`src/rtl/toy_commit_mc.sv`:
```
// toy_commit_mc: retire-side architectural next-PC tracking and
// arbitration of debug/trap/xret/jump redirects toward fetch.
module toy_commit_mc #(
    parameter int ADDR_WIDTH = 32,
    parameter int NUM_CH = 4,
    parameter bit RVC_EN = 1'b1,
    parameter logic [ADDR_WIDTH-1:0] RST_PC = 'h8000_0000,
    parameter logic [ADDR_WIDTH-1:0] DBG_PC = 'h800,
    parameter logic [ADDR_WIDTH-1:0] DBG_LOOP_PC = 'h808,
    parameter logic [ADDR_WIDTH-1:0] DBG_EXP_PC = 'h810
) (
    input  logic                           clk,
    input  logic                           rst,
    input  logic [NUM_CH-1:0]              ret_vld,
    input  logic [NUM_CH*ADDR_WIDTH-1:0]   ret_pc,
    input  logic [NUM_CH-1:0]              ret_rvc,
    input  logic [NUM_CH-1:0]              ret_jb_taken,
    input  logic [NUM_CH*ADDR_WIDTH-1:0]   ret_jb_target,
    input  logic                           trap_vld,
    input  logic                           trap_rdy,
    input  logic                           debug_vld,
    input  logic                           trap_smode,
    input  logic                           indebug_break,
    input  logic                           indebug_exception,
    input  logic                           debug_step_en,
    input  logic                           xret_vld,
    input  logic [1:0]                     xret_type,
    input  logic [ADDR_WIDTH-1:0]          csr_mtvec,
    input  logic [ADDR_WIDTH-1:0]          csr_stvec,
    input  logic [ADDR_WIDTH-1:0]          csr_mepc,
    input  logic [ADDR_WIDTH-1:0]          csr_sepc,
    input  logic [ADDR_WIDTH-1:0]          csr_dpc,
    output logic [ADDR_WIDTH-1:0]          real_pc,
    output logic                           redirect_vld,
    output logic [ADDR_WIDTH-1:0]          redirect_pc,
    input  logic                           redirect_rdy,
    output logic                           pc_lock,
    output logic                           mret_en,
    output logic                           sret_en,
    output logic                           dret_en,
    output logic [$clog2(NUM_CH+1)-1:0]    instret_inc
);

    localparam int CW = $clog2(NUM_CH+1);
    localparam logic [ADDR_WIDTH-1:0] STEP2 = ADDR_WIDTH'(2);
    localparam logic [ADDR_WIDTH-1:0] STEP4 = ADDR_WIDTH'(4);

    typedef enum logic [1:0] {IDLE, ENTER, EXIT, JUMP} state_t;

    state_t state, state_d;
    logic [ADDR_WIDTH-1:0] current_pc, seq_pc, next_pc;
    logic [ADDR_WIDTH-1:0] trap_tgt, xret_tgt;
    logic [CW-1:0] cnt;
    logic k_jb, any_ret, debug_hs, trap_hs, accept;
    logic ev_enter, ev_exit, ev_jump, ev_redir;

    // Youngest valid channel overrides older ones (thermometer ret_vld).
    always_comb begin
        seq_pc = current_pc;
        k_jb = 1'b0;
        cnt = '0;
        for (int i = 0; i < NUM_CH; i++) begin
            if (ret_vld[i]) begin
                k_jb = ret_jb_taken[i];
                seq_pc = ret_jb_taken[i]
                    ? ret_jb_target[i*ADDR_WIDTH +: ADDR_WIDTH]
                    : ret_pc[i*ADDR_WIDTH +: ADDR_WIDTH]
                      + ((RVC_EN && ret_rvc[i]) ? STEP2 : STEP4);
                cnt = cnt + CW'(1);
            end
        end
    end

    assign any_ret = |ret_vld;
    assign real_pc = seq_pc;
    assign instret_inc = cnt;

    assign debug_hs = debug_vld && trap_rdy;
    assign trap_hs = trap_vld && trap_rdy;
    assign accept = redirect_vld && redirect_rdy;

    // A single-step trap still wins the cycle, but only updates CSR-side PC.
    assign ev_enter = debug_hs || (trap_hs && !debug_step_en);
    assign ev_exit = !debug_hs && !trap_hs && xret_vld;
    assign ev_jump = !debug_hs && !trap_hs && !xret_vld && any_ret && k_jb;
    assign ev_redir = ev_enter || ev_exit || ev_jump;

    assign trap_tgt = indebug_break ? DBG_LOOP_PC
                    : indebug_exception ? DBG_EXP_PC
                    : trap_smode ? csr_stvec : csr_mtvec;

    always_comb begin
        case (xret_type)
            2'b00:   xret_tgt = csr_sepc;
            2'b10:   xret_tgt = csr_dpc;
            default: xret_tgt = csr_mepc;
        endcase
    end

    // Jump targets are already folded into seq_pc.
    assign next_pc = debug_hs ? DBG_PC
                   : ev_enter ? trap_tgt
                   : ev_exit ? xret_tgt : seq_pc;

    assign mret_en = xret_vld && (xret_type == 2'b01);
    assign sret_en = xret_vld && (xret_type == 2'b00);
    assign dret_en = xret_vld && (xret_type == 2'b10);

    always_comb begin
        state_d = state;
        unique case (1'b1)
            ev_enter: state_d = ENTER;
            ev_exit:  if (state != ENTER) state_d = EXIT;
            ev_jump:  if (state == IDLE) state_d = JUMP;
            default:  if (accept) state_d = IDLE;
        endcase
    end

    assign pc_lock = (state != IDLE);

    always_ff @(posedge clk) begin
        if (rst) begin
            current_pc <= RST_PC;
            redirect_vld <= 1'b0;
            redirect_pc <= '0;
            state <= IDLE;
        end else begin
            current_pc <= next_pc;
            state <= state_d;
            if (ev_redir) begin
                redirect_vld <= 1'b1;
                redirect_pc <= next_pc;
            end else if (accept) begin
                redirect_vld <= 1'b0;
            end
        end
    end

endmodule
```
`config.mk`:
```
export PLATFORM = sky130hd
export DESIGN_NAME = toy_commit_mc
export DESIGN_NICKNAME = d
export VERILOG_FILES = /design/src/rtl/toy_commit_mc.sv
export SDC_FILE = /design/constraint.sdc
export NUM_CORES = 1
export LEC_CHECK = 0
export ABC_AREA = 1
export CAP_MARGIN = 25
export CORE_AREA = 4 4 195 197
export CTS_CLUSTER_SIZE = 14
export DETAILED_ROUTE_END_ITERATION = 10
export DIE_AREA = 0 0 199 201
export SYNTH_ARGS = -nofsm -noshare
export SYNTH_HDL_FRONTEND = slang
export SYNTH_SLANG_ARGS = --single-unit
```
`constraint.sdc`:
```
create_clock -name clk -period 4.4 [get_ports clk]
set_clock_uncertainty 0.1 [all_clocks]
set_input_delay 0.88 -clock clk [delete_from_list [all_inputs] [get_ports clk]]
set_output_delay 0.88 -clock clk [all_outputs]
set_load 0.05 [all_outputs]
```
After elaboration in Yosys (flattened, before gate mapping). Index checks and enable logic that the tools add are counted.

$add $sub $neg: 7. Reduce and logical (&&, ||, !) cells: 26. Multiplexer cells: 33. Equal/unequal tests: 5.

Operators by type and width (number): 32-bit 2-to-1 mux (14); 32-bit by 3-bit adder with 32-bit output (4); 32-bit one-hot mux with 2 select lines (1); 3-bit 2-to-1 mux (6); 1-bit logical AND (12); 2-bit 2-to-1 mux (4); 1-bit 2-to-1 mux (7); 3-bit by 1-bit adder with 3-bit output (second input constant) (2); 2-bit by 1-bit inequality test with 1-bit output (second input constant) (3); 2-bit one-hot mux with 3 select lines (1); 1-bit zero test (4); 2-bit zero test (2); 2-bit nonzero test (2); 4-bit nonzero test (1); 4-bit OR reduction (1); 1-bit logical OR (3); 3-bit AND reduction (1); 1-bit by 1-bit adder with 2-bit output (second input constant) (1); 2-bit by 1-bit equality test with 1-bit output (second input constant) (1); 2-bit equality test (second input constant) (1).

Register bits after elaboration: 67. Output and inout port bits: 72. Input port bits: 441.

Depth between registers and ports, before layout.
Depth in word-level cells: 10. Gate-level depth with buffers: 21. Depth with buffers taken out: 21.

Least setup slack after synthesis. Ideal clock, no wire load.

Path kind: in2out. From: in ret_pc[1]. To: out real_pc[17]. Setup slack: -0.082 ns. Path buffers: 0. Arrival: 3.502 ns. Stages: 13. Path through: ha_1 > inv_1 > fa_1 > nor2_2 > nand2_2 > nor2_8 > nand2_2 > xor2_1 > o21ai_1 > o21ai_1 > nand2_1 > nand2_1 > a21boi_0.

Longest elaborated chain between the ends: 6.

RTL lines: start, declared (RTL line 15) `input logic [NUM_CH*ADDR_WIDTH-1:0] ret_pc,`; 32-bit by 3-bit adder with 32-bit output (RTL line 68) `+ ((RVC_EN && ret_rvc[i]) ? STEP2 : STEP4);`; 32-bit 2-to-1 mux (RTL line 66) `? ret_jb_target[i*ADDR_WIDTH +: ADDR_WIDTH]`; 32-bit 2-to-1 mux (4 in series) (RTL line 63) `if (ret_vld[i]) begin`; end, declared (RTL line 33) `output logic [ADDR_WIDTH-1:0] real_pc,`.

Every way passes these cells.

Worst setup path in the final report.
From: in ret_pc[2]. To: out real_pc[3].

The elaborated chain is that of the path after synthesis.

==> reports/qor.yml <==
synthArstFlopShare: 0
die_h_um: 201
critical_path_arrival_ns: 3.35
post-route-period-util: 0.984
path_clk_slew_ns: 0.06
yosys.area.top_type: "nand2_1"
syn_area_mm2: 0.0100
dpl.cell_count: 2906
dp_hpwl_um: 57800
synth_nets: 2324
power.share.switching: 0.414
seq_power_share: 0.197
use_met1: 0.372
root_buffer: "clkbuf_16"
io_buffers: 512
vias: 15300
fillCellCount: 3925
avgViaCountPerCell: 5.22
synth-seq-area-share: 0.133
grt_max_degree: 59
drive_above_1_share: 0.168
cts_tree: "yes"
io_pins: 513
slew_headroom: 0.373
synth_top_area_frac: 0.192
ys_ff_latch: 67
globalplace.congestion: 0.980
setup_ws_ns: 0.0707
ctsHoldBuffers: 0
worst-path-max-fanout: 3
final_cell_mix: "478 x nand2_1, 464 x clkdlybuf4s50_1, 238 x nor2_1"
grt_pass1_wl_um: 95100
drt_iter0_markers: 1192
internal_power_mw: 2.12
status: "complete, no violations"
hp-class: "reg2reg"
dr.pass1.iters: 6
grt-ovfl-total: 0
grt.busiest_layer: "met2"
critPathRequiredTime_ns: 3.42
die_x_um: 199
cts_buffer_depth: 2
wl_per_cell_um: 22.7
avgSynthCellArea_um2: 5.38
critPathKind: "in2out"
layout_commonest_cell: "nand2_1"
synth_area_leaders: "nand2_1 19%, dfxtp_1 13%, nor2_1 9.2%"
finalMaxSlewViolations: 0
die-area_mm2: 0.0400
max_freq_mhz: 231
ys_warn_count: 0
synth_edf_count: 0
fin_cells: 2940
clkPwrFrac: 0.218
nNetsFinal: 2918
core_mm2: 0.0363
track_usage: 0.314
power_density_mw_per_mm2: 204
start_util: 0.277
antenna_found_initial: 4
grt_pass1_vias: 15200
ant_nets: 0
synth.distinct_cells: 57
start_kind: "input port"
power.leakage_nw: 7.75
p_switching_mw: 1.50
grt.met3_usage: 0.0482
synth_ff_type: "dfxtp_1"
rsz0062_at_grt: "yes"
cts.sinks: 67
crit_path_end_kind: "primary output"
routed_wl_um: 66700
syn2layout_area_growth_pct: 76.9
maxCapViolCount: 0
peakVddDrop_uv: 191
place_ws_ns: -0.339
drc: 0
cts_made_buffers: 9
comb_power_share: 0.585
rows: 70
finalSetupViolCount: 0
grtUsageMet2: 0.554
insertion_delay_ns: 0.32
tightestPinTransition_ns: 0.938
synthCells: 1868
cts_max_level: 3
min_period_ns: 4.33
hold_viol: 0
-- synth_stat cells, drive strengths merged (4+ instances only) --
master,n
nor2,272
xnor2,7
nand2,526
a22oi,4
a31oi,6
o211ai,18
o21bai,6
xor2,23
or2,21
fa,4
ha,11
nand4,26
o21ai,142
mux2i,28
clkinv,5
clkbuf,60
nand3,179
nand3b,7
a21boi,16
dfxtp,67
buf,32
and2,8
nor3,37
a21oi,153
o31ai,5
o22ai,32
inv,154
-- registers in the layout, summed over array words and instances, names as in the netlist --
register      cells
redirect_pc      32
state             2
current_pc       32
redirect_vld      1
-- worst max-delay path: stages --
cell and delay [ns]:
clkdlybuf4s50_1 0.48, inv_1 0.06, fa_2 0.39, buf_6 0.14, xnor2_1 0.12, nor2_1 0.09, o31ai_2 0.32, o21ai_1 0.12
nand2_1 0.12, nand2_1 0.08, a22oi_2 0.23, buf_4 0.18, buf_12 0.13
-- metrics by stage --
stage	hold slack (ns)	util	total power [mW]	TNS [ns]	cell area, um^2
5_1_grt	0.486	0.490	3.77	-0.0878	17800
6_report	0.448	0.490	3.62	0	17800
4_1_cts	0.448	0.479	3.58	-0.0128	17400
3_3_place_gp	0.429	0.465	2.76	-3.59	16800
2_1_floorplan	0.409	-	1.59	0	10000
3_5_place_dp	0.429	0.465	2.76	-4.19	16800
-- routing by layer --
metal | part of all wire | up-vias
met5 | 0 | -
met4 | 0.050 | 0
met3 | 0.072 | 137
met2 | 0.49 | 701
met1 | 0.39 | 7087
li1 | - | 7410
-- power groups by stage --
stage                     Combinational [mW]  Clock, mW  Sequential (mW)
after floorplan                        0.754          0            0.835
after global placement                  2.04          0            0.727
after detailed placement                2.03          0            0.727
after CTS                               2.07      0.796            0.715
after global routing                    2.23      0.820            0.720
final                                   2.12      0.790            0.715
-- area by class of cell --
cell class                 count  area [um^2]  share of cell area
clock buffer                  11          253              0.0142
tap                          468          586              0.0329
timing repair buffer         675         6740               0.379
antenna                        5         12.5            0.000704
multi-input combinational   1550         8160               0.459
sequential                    67         1340              0.0755
clock inverter                 5         83.8             0.00472
inverter                     159          601              0.0338
-- final timing paths --
check / from / end / slack (ns) / depth (start not counted)
setup / recovery: ret_pc[2] / real_pc[3] / 0.07 / 13
hold / removal: redirect_pc[14] / redirect_pc[14] / 0.45 / 2
setup reg to reg: current_pc[2] / redirect_pc[2] / 2.10 / 13
hold reg to reg: redirect_pc[14] / redirect_pc[14] / 0.45 / 2
-- repair_timing --
action,4_1_cts,5_1_grt
resized for setup,66,88
pin swaps,23,37
setup buffers,5,10
setup endpoints to repair,28,29
-- cell families (layout without fill, tap and decap cells) --
| family | after synthesis | in the layout | synth area share |
|---|---|---|---|
| buf+inv | 251 | 850 | 0.0974 |
| compound gates | 396 | 396 | 0.222 |
| other cells | 0 | 5 | 0 |
| xor+xnor | 30 | 30 | 0.0262 |
| simple gates | 1081 | 1081 | 0.471 |
| flops | 67 | 67 | 0.133 |
| mux | 28 | 28 | 0.0279 |
| fa+ha+maj | 15 | 15 | 0.0217 |
(Power assumes the default switching activity.)
